### config.mk
export PLATFORM = sky130hd
export DESIGN_NAME = multicycle_ctrl
export DESIGN_NICKNAME = d
export VERILOG_FILES = /design/src/rtl/multicycle_ctrl.sv
export SDC_FILE = /design/constraint.sdc
export NUM_CORES = 1
export LEC_CHECK = 0
export ABC_CLOCK_PERIOD_IN_PS = 2300
export BUFFER_PORTS_ARGS = -buffer_cell sky130_fd_sc_hd__clkbuf_2
export CORE_AREA = 2 2 46 48
export CTS_CLUSTER_DIAMETER = 100
export DETAILED_ROUTE_END_ITERATION = 8
export DIE_AREA = 0 0 48 50
export HOLD_SLACK_MARGIN = 0.05
export PLACE_DENSITY = 0.93
export SLEW_MARGIN = 20
export SYNTH_ARGS = -nofsm -noshare
export SYNTH_HDL_FRONTEND = slang
export SYNTH_SLANG_ARGS = --single-unit
### constraint.sdc
create_clock -name clk -period 2.3 [get_ports clk]
set_input_delay 0.345 -clock clk [delete_from_list [all_inputs] [get_ports clk]]
set_output_delay 0.345 -clock clk [all_outputs]
set_load 0.02 [all_outputs]
### src/rtl/multicycle_ctrl.sv
// multicycle_ctrl: multicycle ARM-subset control unit (FSM, condition check, NZCV flags).
// Define MULTICYCLE_CTRL_CMP_EN to decode CMP as a flag-only subtract with no register write-back.
module multicycle_ctrl (
   input  logic       clk,
   input  logic       reset,
   input  logic [3:0] Cond,
   input  logic [1:0] Op,
   input  logic [5:0] Funct,
   input  logic [3:0] Rd,
   input  logic [3:0] ALUFlags,
   output logic       PCWrite,
   output logic       MemWrite,
   output logic       RegWrite,
   output logic       IRWrite,
   output logic       AdrSrc,
   output logic       ALUSrcA,
   output logic [1:0] ResultSrc,
   output logic [1:0] ALUSrcB,
   output logic [1:0] ImmSrc,
   output logic [1:0] RegSrc,
   output logic [1:0] ALUControl,
   output logic [3:0] State,
   output logic [3:0] Flags
);
   typedef enum logic [3:0] {
      FETCH = 4'd0, DECODE = 4'd1, MEMADR = 4'd2, MEMRD = 4'd3, MEMWB = 4'd4, MEMWR = 4'd5,
      EXECR = 4'd6, EXECI = 4'd7, ALUWB = 4'd8, BRANCH = 4'd9, UNKNOWN = 4'd10
   } state_t;
   state_t     state_q, state_d;
   logic [3:0] flags_q, flags_d;
   logic       cond_ex_r_q, cond_ex_r_d;
   logic       next_pc, reg_w, mem_w, branch, alu_op, no_write, cond_ex, pcs;
   logic       n, z, c, v;
   logic [1:0] flag_w;
   assign {n, z, c, v} = flags_q;
   always_comb begin
      state_d = UNKNOWN;
      next_pc = 1'b0;
      reg_w = 1'b0;
      mem_w = 1'b0;
      branch = 1'b0;
      alu_op = 1'b0;
      IRWrite = 1'b0;
      AdrSrc = 1'b0;
      ALUSrcA = 1'b0;
      ALUSrcB = 2'b00;
      ResultSrc = 2'b00;
      case (state_q)
         FETCH: begin
            state_d = DECODE;
            IRWrite = 1'b1;
            next_pc = 1'b1;
            ALUSrcA = 1'b1;
            ALUSrcB = 2'b10;
            ResultSrc = 2'b10;
         end
         DECODE: begin
            state_d = Op == 2'b01 ? MEMADR : Op == 2'b00 ? (Funct[5] ? EXECI : EXECR) :
                      Op == 2'b10 ? BRANCH : UNKNOWN;
            ALUSrcA = 1'b1;
            ALUSrcB = 2'b10;
            ResultSrc = 2'b10;
         end
         MEMADR: begin
            state_d = Funct[0] ? MEMRD : MEMWR;
            ALUSrcB = 2'b01;
         end
         MEMRD: begin
            state_d = MEMWB;
            AdrSrc = 1'b1;
         end
         MEMWB: begin
            state_d = FETCH;
            ResultSrc = 2'b01;
            reg_w = 1'b1;
         end
         MEMWR: begin
            state_d = FETCH;
            AdrSrc = 1'b1;
            mem_w = 1'b1;
         end
         EXECR: begin
            state_d = ALUWB;
            alu_op = 1'b1;
         end
         EXECI: begin
            state_d = ALUWB;
            ALUSrcB = 2'b01;
            alu_op = 1'b1;
         end
         ALUWB: begin
            state_d = FETCH;
            reg_w = 1'b1;
         end
         BRANCH: begin
            state_d = FETCH;
            ALUSrcB = 2'b01;
            ResultSrc = 2'b10;
            branch = 1'b1;
         end
         default: state_d = UNKNOWN;
      endcase
   end
   always_comb begin
      cond_ex = 1'b0;
      case (Cond)
         4'b0000: cond_ex = z;
         4'b0001: cond_ex = ~z;
         4'b0010: cond_ex = c;
         4'b0011: cond_ex = ~c;
         4'b0100: cond_ex = n;
         4'b0101: cond_ex = ~n;
         4'b0110: cond_ex = v;
         4'b0111: cond_ex = ~v;
         4'b1000: cond_ex = c & ~z;
         4'b1001: cond_ex = ~c | z;
         4'b1010: cond_ex = n == v;
         4'b1011: cond_ex = n != v;
         4'b1100: cond_ex = ~z & (n == v);
         4'b1101: cond_ex = z | (n != v);
         4'b1110: cond_ex = 1'b1;
         default: cond_ex = 1'b0;
      endcase
   end
   always_comb begin
      ALUControl = 2'b00;
      no_write = 1'b0;
      if (alu_op)
         case (Funct[4:1])
            4'b0010: ALUControl = 2'b01;
            4'b0000: ALUControl = 2'b10;
            4'b1100: ALUControl = 2'b11;
`ifdef MULTICYCLE_CTRL_CMP_EN
            4'b1010: ALUControl = 2'b01;
`endif
            default: ALUControl = 2'b00;
         endcase
`ifdef MULTICYCLE_CTRL_CMP_EN
      // Write-back happens in ALUWB where alu_op is low, so decode CMP from the held instruction
      no_write = Op == 2'b00 && Funct[4:1] == 4'b1010;
`endif
   end
   always_comb begin
      flag_w[1] = alu_op & Funct[0];
      flag_w[0] = flag_w[1] & ~ALUControl[1];
      cond_ex_r_d = state_q == DECODE ? cond_ex : cond_ex_r_q;
      flags_d = {flag_w[1] && cond_ex_r_q ? ALUFlags[3:2] : flags_q[3:2],
                 flag_w[0] && cond_ex_r_q ? ALUFlags[1:0] : flags_q[1:0]};
   end
   always_ff @(posedge clk or posedge reset)
      if (reset) begin
         state_q <= FETCH;
         flags_q <= 4'b0000;
         cond_ex_r_q <= 1'b0;
      end else begin
         state_q <= state_d;
         flags_q <= flags_d;
         cond_ex_r_q <= cond_ex_r_d;
      end
   assign pcs = branch | (reg_w & (Rd == 4'd15));
   assign PCWrite = next_pc | (pcs & cond_ex_r_q);
   assign MemWrite = mem_w & cond_ex_r_q;
   assign RegWrite = reg_w & cond_ex_r_q & ~no_write;
   assign ImmSrc = Op;
   assign RegSrc = {Op == 2'b01, Op == 2'b10};
   assign State = state_q;
   assign Flags = flags_q;
endmodule

== Yosys cells after proc, flatten, opt, wreduce, memory -nomap -nowiden ==
Cells that the tools add are included.
Storage, ports and cells
  flip-flop bits (word level): 9
  input port bits: 22
  output and inout bits: 24
  word-level logic and storage cells: 82
Cells by class
  equality and inequality tests: 30
  muxes and demuxes: 18
  bitwise gates (word level): 17
  reduce and logical (&&, ||, !) cells: 13
Operator list (number)
  equality test 4 bit, second input constant: 11
  equality test 4 x 3 -> 1 bit, second input constant: 8
  one-hot mux 4 bit (6 select lines): 1
  equality test 4 x 2 -> 1 bit, second input constant: 5
  one-hot mux 1 bit (15 select lines): 1
  logical NOT 4 bit: 3
  bitwise AND 1 bit: 8
  equality test 4 x 1 -> 1 bit, second input constant: 2
  2-to-1 mux 1 bit: 8
  2-to-1 mux 4 bit: 2
  one-hot mux 2 bit (2 select lines): 2
  OR reduction 2 bit: 4
  one-hot mux 2 bit (3 select lines): 1
  OR reduction 3 bit: 2
  inverter 1 bit: 5
  2-to-1 mux 2 bit: 2
  OR 1 bit: 4
  OR reduction 4 bit: 1
  2-to-1 mux 3 bit: 1
  equality test 2 x 1 -> 1 bit, second input constant: 1
  equality test 2 bit, second input constant: 1
  logical AND 1 bit: 2
  logical NOT 2 bit: 1
  equality test 1 bit: 1
  inequality test 1 bit: 1

== Logic depth before layout (Yosys ltp) ==
Gate-level depths: netlist of run 1.
  depth after elaboration: 7
  mapped depth: 6
  mapped depth without buffers: 5

== Worst setup path after synthesis of run 1 ==
OpenSTA, ideal clock, no wires.
  kind: reg-to-output
  start point: register state_q[2] (netlist: State[2])
  end point: output port ALUControl[1]
  data arrival time: 1522 ps
  required time: 1955 ps
  setup slack: 433 ps
  cell stages (with the launch flop): 5
  path buffers: 1
  cells stage by stage: dfrtp_1 buf_6 and2b_4 nand2_4 nor4_1
Between the ends
  cells in the longest elaborated chain, start to end: 4
  elaborated cells on any way between the ends: 5
  classes of those cells: eq/ne: 2; mux: 2; reduce/logical: 1
Ends and longest elaborated chain
  from (decl): RTL line 29  | state_t state_q, state_d;
  from (signal assigned): RTL line 156  | state_q <= state_d;
  equality test 4 x 3 -> 1 bit: RTL line 48  | case (state_q)
  OR reduction 2 bit (no line) (*)
  2-to-1 mux 1 bit (*): RTL line 48
  2-to-1 mux 2 bit (*): RTL line 128  | if (alu_op)
  to (decl): RTL line 21  | output logic [1:0] ALUControl,
Every way passes the cells marked *; elsewhere a longest branch is shown, timed or not.

== Worst setup path after layout of run 1 ==
  start point: register state_q[3] (netlist: State[3])
  end point: output port ALUControl[1]
The elaborated chain is that of the path after synthesis.

==> results.yml, run 1 <==
synth:
  ys_types: 43
  ys_ff_latch: 9
  synth_seq_area_share_pct: 25.90
  post_synth_instance_area_um2: 869.6
  synthFlopType: "dfrtp_1"
  synthArstFlopShare_pct: 100.0
  syn_area_per_cell_um2: 8.443
  netlist.top_cell.by_area: "dfrtp_1"
  synth_fp_nets: 125
  synth_edf_count: 0
  synth_top_area_share_pct: 25.90
  syn_inst: 103
  yosys-top-cells-area: "dfrtp_1, xnor2_1, nor2_1, buf_6, mux2_4"
  yosysWarnings: 0
routing:
  wl_per_cell_um: 12.09
  dr.pass1.iters: 4
  vias: 871
  detail-route-antenna-nets: 0
  wl_um: 2043
  drtIter0Drc: 8
  post-route-drc-count: 0
  post_drt_via_cell_ratio: 5.154
place:
  dpl.cell_count: 164
  gp_congestion: 0.8262
  hpwl_um: 1603
  io_buffers: 45
timing:
  fmax_ghz: 0.4948
  fin_skew_ns: 0.005105
  finalHoldViolations: 0
  fin_crit_ns: 2.021
  rsz0062_at_grt: "false"
  setup_viol: 0
  relSlewSlack_pct: 61.86
  min_period_over_period_pct: 87.87
  slew_viol_final: 0
  worst_pin_slew_ns: 0.5721
  fin_setup_tns_ns: 0
worst_setup_path:
  critical_path_class: "reg -> out"
  ff2ff_path_depth: 5
  cp-end-kind: "output pin"
  path_cells: "and2b_4 -> nand2_4 -> nor4_1 -> clkbuf_2"
  reg2reg_to: "Flags[1]"
  critical_path_arrival_ns: 1.68
  critical_path.max_stage_delay_ns: 0.53
  startpoint_type: "flip-flop"
  cp_max_fo: 14
  required_ns: 1.96
  timing.rr.start: "State[3]"
  reg2reg_slack_ns: 0.59
  critPathSlowestCell: "dfrtp_1"
global_routing:
  antenna_found_initial: 0
  grt_pass1_wl_um: 3167
  overflow: 0
  grt_pass1_vias: 727
  grt_max_degree: 20
  grt.total_usage_pct: 18.51
die:
  num_io_pins: 46
  core_um2: 1902
  die_y_um: 50
  die_w_um: 48
  initial_core_util_pct: 45.72
  rows: 16
  die_area_um2: 2400
hold_path:
  hp-class: "in -> reg"
  hold_depth: 2
  hp-start: "ALUFlags[0]"
  whs_endpoint: "Flags[0]"
clocking:
  clockBufferDepth: 2
  clock_latency_ns: 0.26
  post_cts_resized: 0
  path_clk_slew_ns: 0.06
  root_buffer: "clkbuf_4"
  cts_inserted_buffers: 3
  post_cts_buffers: 0
  cts_sinks: 9
  cts_tree: "yes"
  cts-htree-levels: 1
status:
  status: "complete, no violations"
power:
  power_mw: 0.3418
  ir_drop_mv: 0.2860
  power_density_nw_per_um2: 316.9
  p_leak_nw: 0.5142
run:
  cap_viol_max_count: 0
finish:
  final_cell_count_no_fill: 169
  fillers: 165
  layout-drive-gt1-share_pct: 40.14
  nets: 165
  num_antenna_cells: 0
  multi_input_area_um2: 546.8
  seq_area_um2: 225.2
  synthToLayoutAreaGrowth_pct: 24.03
synthesized netlist by cell type, types with 2 or more instances:
| library cell | n |
|---|---|
| buf_6 | 3 |
| mux2_2 | 2 |
| o21ai_0 | 5 |
| xnor2_1 | 5 |
| nor4_1 | 2 |
| nand2b_1 | 2 |
| mux2_4 | 2 |
| nor3_1 | 5 |
| nor2_1 | 10 |
| buf_4 | 2 |
| nand3_1 | 3 |
| xor2_1 | 3 |
| nor2b_1 | 4 |
| nand2_1 | 8 |
| buf_2 | 3 |
| dfrtp_1 | 9 |
| nand3b_1 | 2 |
| nor3b_1 | 2 |
| inv_1 | 3 |
| nor2_4 | 2 |
| a21oi_1 | 4 |
per-layer routing:
metal / part of all wire (%) / track usage, % / vias up
met5: 0 / 0 / -
met4: 2.0 / 7.207 / 0
met3: 6.0 / 8.059 / 4
met2: 49 / 28.22 / 28
met1: 43 / 22.20 / 397
li1: - / - / 442
report_power, final:
group          internal, mW  switching (mW)  leakage, nW
logic                0.0276          0.0339        0.384
clock network        0.0668          0.0551       0.0150
registers             0.158               0        0.115
total                 0.253          0.0890        0.514
final cells by class:
class | count | share of cell area [%]
timing repair buffer | 46 | 21.81
clock buffer | 4 | 2.436
inverter | 3 | 1.044
sequential | 9 | 20.88
multi-input combinational | 80 | 50.70
tap | 27 | 3.132
stage by stage:
stage | hold WS, ns | util (%) | instance area [um2] | setup WS, ns
floorplan | 0.1729 | - | 869.6 | 0.4329
global placement | 0.2938 | 54.80 | 1042 | 0.6287
detailed placement | 0.3028 | 54.80 | 1042 | 0.5888
CTS | 0.3119 | 56.71 | 1079 | 0.2920
global route | 0.2938 | 56.71 | 1079 | 0.2161
finish | 0.3146 | 56.71 | 1079 | 0.2789
timing repair:
action	CTS	global route
hold buffers	1	0
endpoints found under the setup margin	0	0
hold endpoints to repair	9	0
worst max-delay path: cells and delay by family (launching register included):
kind	cells	cell delay, ns
buf+inv	1	0.21
simple gates	3	0.67
flops	1	0.53
sequential cells by signal, summed over array words and instances, names as in the netlist:
name / count
State: 4
cond_ex_r_q: 1
Flags: 4
cell families (layout without fill, tap and decap cells):
logic type,after synthesis,count (layout),share of synthesized area [%]
buffers and inverters,14,53,11.22
xor gates and xnor gates,8,8,8.058
DFF,9,9,25.90
muxes,5,5,7.194
AOI/OAI and AO/OA,20,20,16.55
and+or+nand+nor,47,47,31.08
how the worst max path moves through the flow:
stage / start / to / cells after the start
after CTS: State[3] / ALUControl[1] / 4
after detailed placement: State[3] / ALUControl[1] / 4
after floorplan: State[2] / ALUControl[1] / 4
final: State[3] / ALUControl[1] / 4
after global placement: State[3] / ALUControl[1] / 4
after global routing: State[3] / ALUControl[1] / 4
placed cells by master, fill, tap and decap left out, types with 2 or more instances in the layout:
cell | netlist | routed
nor2_4 | 2 | 2
nor3_1 | 5 | 5
nor2b_1 | 4 | 4
clkbuf_4 | 0 | 3
mux2_2 | 2 | 2
nand3_1 | 3 | 3
nor3b_1 | 2 | 2
dfrtp_1 | 9 | 9
nand3b_1 | 2 | 2
nor2_1 | 10 | 10
nand2_1 | 8 | 8
clkbuf_2 | 1 | 45
inv_1 | 3 | 3
xnor2_1 | 5 | 5
xor2_1 | 3 | 3
nand2b_1 | 2 | 2
a21oi_1 | 4 | 4
mux2_4 | 2 | 2
nor4_1 | 2 | 2
o21ai_0 | 5 | 5
No activity file was read; power rests on OpenSTA's default activity.
==> run 2, diff against run 1 <==
- CELL_PAD_IN_SITES_DETAIL_PLACEMENT: unset -> 1
- CELL_PAD_IN_SITES_GLOBAL_PLACEMENT: unset -> 1
- CORE_AREA: 2 2 46 48 -> 2 2 55 57
- DIE_AREA: 0 0 48 50 -> 0 0 57 59
- PLACE_DENSITY: 0.93 -> 0.92
- RECOVER_POWER: unset -> 50
==> results.yml, run 2 (same netlist as run 1, synthesis figures left out) <==
status:
  status: "complete, no violations"
worst_setup_path:
  required_ns: 1.96
  critical_path_class: "reg -> out"
  path_cells: "nor3b_1 -> a21oi_1 -> o22ai_1 -> clkbuf_2"
  critPathSlowestCell: "dfrtp_1"
  cp_top_family: "flip-flops"
  cp_max_fo: 19
  startpoint_type: "flip-flop"
  critical_path_arrival_ns: 1.71
  cp-end-kind: "output pin"
  critical_path.max_stage_delay_ns: 0.74
  path_buf_inv: 1
timing:
  rsz0062_at_grt: "false"
  min_period_over_period_pct: 89.22
  setup_viol: 0
  fmax_ghz: 0.4873
  worst_pin_slew_ns: 0.6280
  whs_ns: 0.3074
  finalHoldViolations: 0
  fin_skew_ns: 0.0005225
  fin_setup_tns_ns: 0
  relSlewSlack_pct: 58.13
  fin_crit_ns: 2.052
  slew_viol_final: 0
clocking:
  root_buffer: "clkbuf_4"
  post_cts_resized: 0
  clock_latency_ns: 0.27
  post_cts_buffers: 0
  cts_sinks: 9
  path_clk_slew_ns: 0.06
  cts_tree: "yes"
  clockBufferDepth: 2
  cts_inserted_buffers: 3
  cts-htree-levels: 1
power:
  p_int_mw: 0.2522
  ir_drop_mv: 0.3295
  power_density_nw_per_um2: 326.6
  p_sw_share_pct: 27.47
  p_leak_nw: 0.4854
  pwr-share-clk_pct: 36.3
  seqPwrFrac_pct: 45.5
  power_mw: 0.3477
  p_sw_mw: 0.09553
  pwr-share-comb_pct: 18.1
routing:
  wl_um: 2567
  dr.pass1.iters: 4
  post-route-drc-count: 0
  wl_per_cell_um: 14.84
  detail-route-antenna-nets: 0
  post_drt_via_cell_ratio: 5.168
  drtIter0Drc: 14
  vias: 894
place:
  hpwl_um: 2059
  io_buffers: 45
  gp_congestion: 0.6652
hold_path:
  hp-class: "in -> reg"
die:
  die_y_um: 59
  core_um2: 2710
  num_io_pins: 46
  die_area_um2: 3363
  die_w_um: 57
  rows: 19
  initial_core_util_pct: 32.09
finish:
  mostFrequentLayoutCells: "clkbuf_2, nor2_1, clkbuf_1"
  synthToLayoutAreaGrowth_pct: 22.45
  num_antenna_cells: 0
  layout-drive-gt1-share_pct: 33.10
  nets: 165
  layout_commonest_cell: "clkbuf_2"
global_routing:
  grt_pass1_wl_um: 3933
  overflow: 0
  grt_max_degree: 20
  grt_pass1_vias: 880
  grt.total_usage_pct: 15.74
  antenna_found_initial: 0
run:
  cap_viol_max_count: 0
[run 2: worst paths after layout]
path	startpoint	cells after the start	endpoint	slack [ns]
max	State[1]	4	ALUSrcB[0]	0.25
min	ALUFlags[3]	2	Flags[3]	0.31
max reg2reg	State[3]	5	Flags[1]	0.59
min reg2reg	Flags[1]	1	Flags[1]	0.61
max in group asynchronous	reset	3	Flags[0]	1.48
min in group asynchronous	reset	3	cond_ex_r_q	0.57
[run 2: what timing repair did]
item / 4_1_cts / 5_1_grt
hold endpoints to repair: 9 / 0
hold buffers: 1 / 0
endpoints found under the setup margin: 0 / 0
[run 2: through the flow]
step / area (um2) / instances / util [%] / worst slack (ns)
floorplan: 869.6 / 103 / - / 0.4329
global placement: 1047 / 168 / 38.64 / 0.6107
detailed placement: 1047 / 168 / 38.64 / 0.5392
CTS: 1084 / 173 / 39.98 / 0.2351
global route: 1065 / 173 / 39.29 / 0.09351
finish: 1065 / 173 / 39.29 / 0.2480
[run 2: final cells by class]
| class | count | area [um2] |
|---|---|---|
| Sequential cell | 9 | 225.2 |
| Tap cell | 31 | 38.79 |
| Timing Repair Buffer | 46 | 224.0 |
| Fill cell | 357 | 1645 |
| Clock buffer | 4 | 26.28 |
| Inverter | 3 | 11.26 |
| Multi-Input combinational cell | 80 | 539.3 |
[run 2: power groups by stage]
| stage | sequential [mW] | combinational (mW) | clock, mW |
|---|---|---|---|
| after floorplan | 0.161 | 0.0365 | 0 |
| after global placement | 0.161 | 0.0580 | 0 |
| after detailed placement | 0.161 | 0.0626 | 0 |
| after CTS | 0.158 | 0.0644 | 0.130 |
| after global routing | 0.158 | 0.0698 | 0.139 |
| final | 0.158 | 0.0631 | 0.126 |
[run 2: routing by layer]
layer | GRT usage, % | vias to the layer above | part of all wire (%)
li1 | - | 436 | -
met1 | 14.27 | 424 | 35
met2 | 31.86 | 27 | 57
met3 | 4.585 | 7 | 5.8
met4 | 6.977 | 0 | 2.2
met5 | 0 | - | 0
[run 2: worst register-to-register path, cell delays in order (launching register included)]
cell and delay [ns]:
dfrtp_1 0.52, and2b_4 0.34, nand2_4 0.07, nor2_4 0.18, o31a_4 0.18, mux2_4 0.30
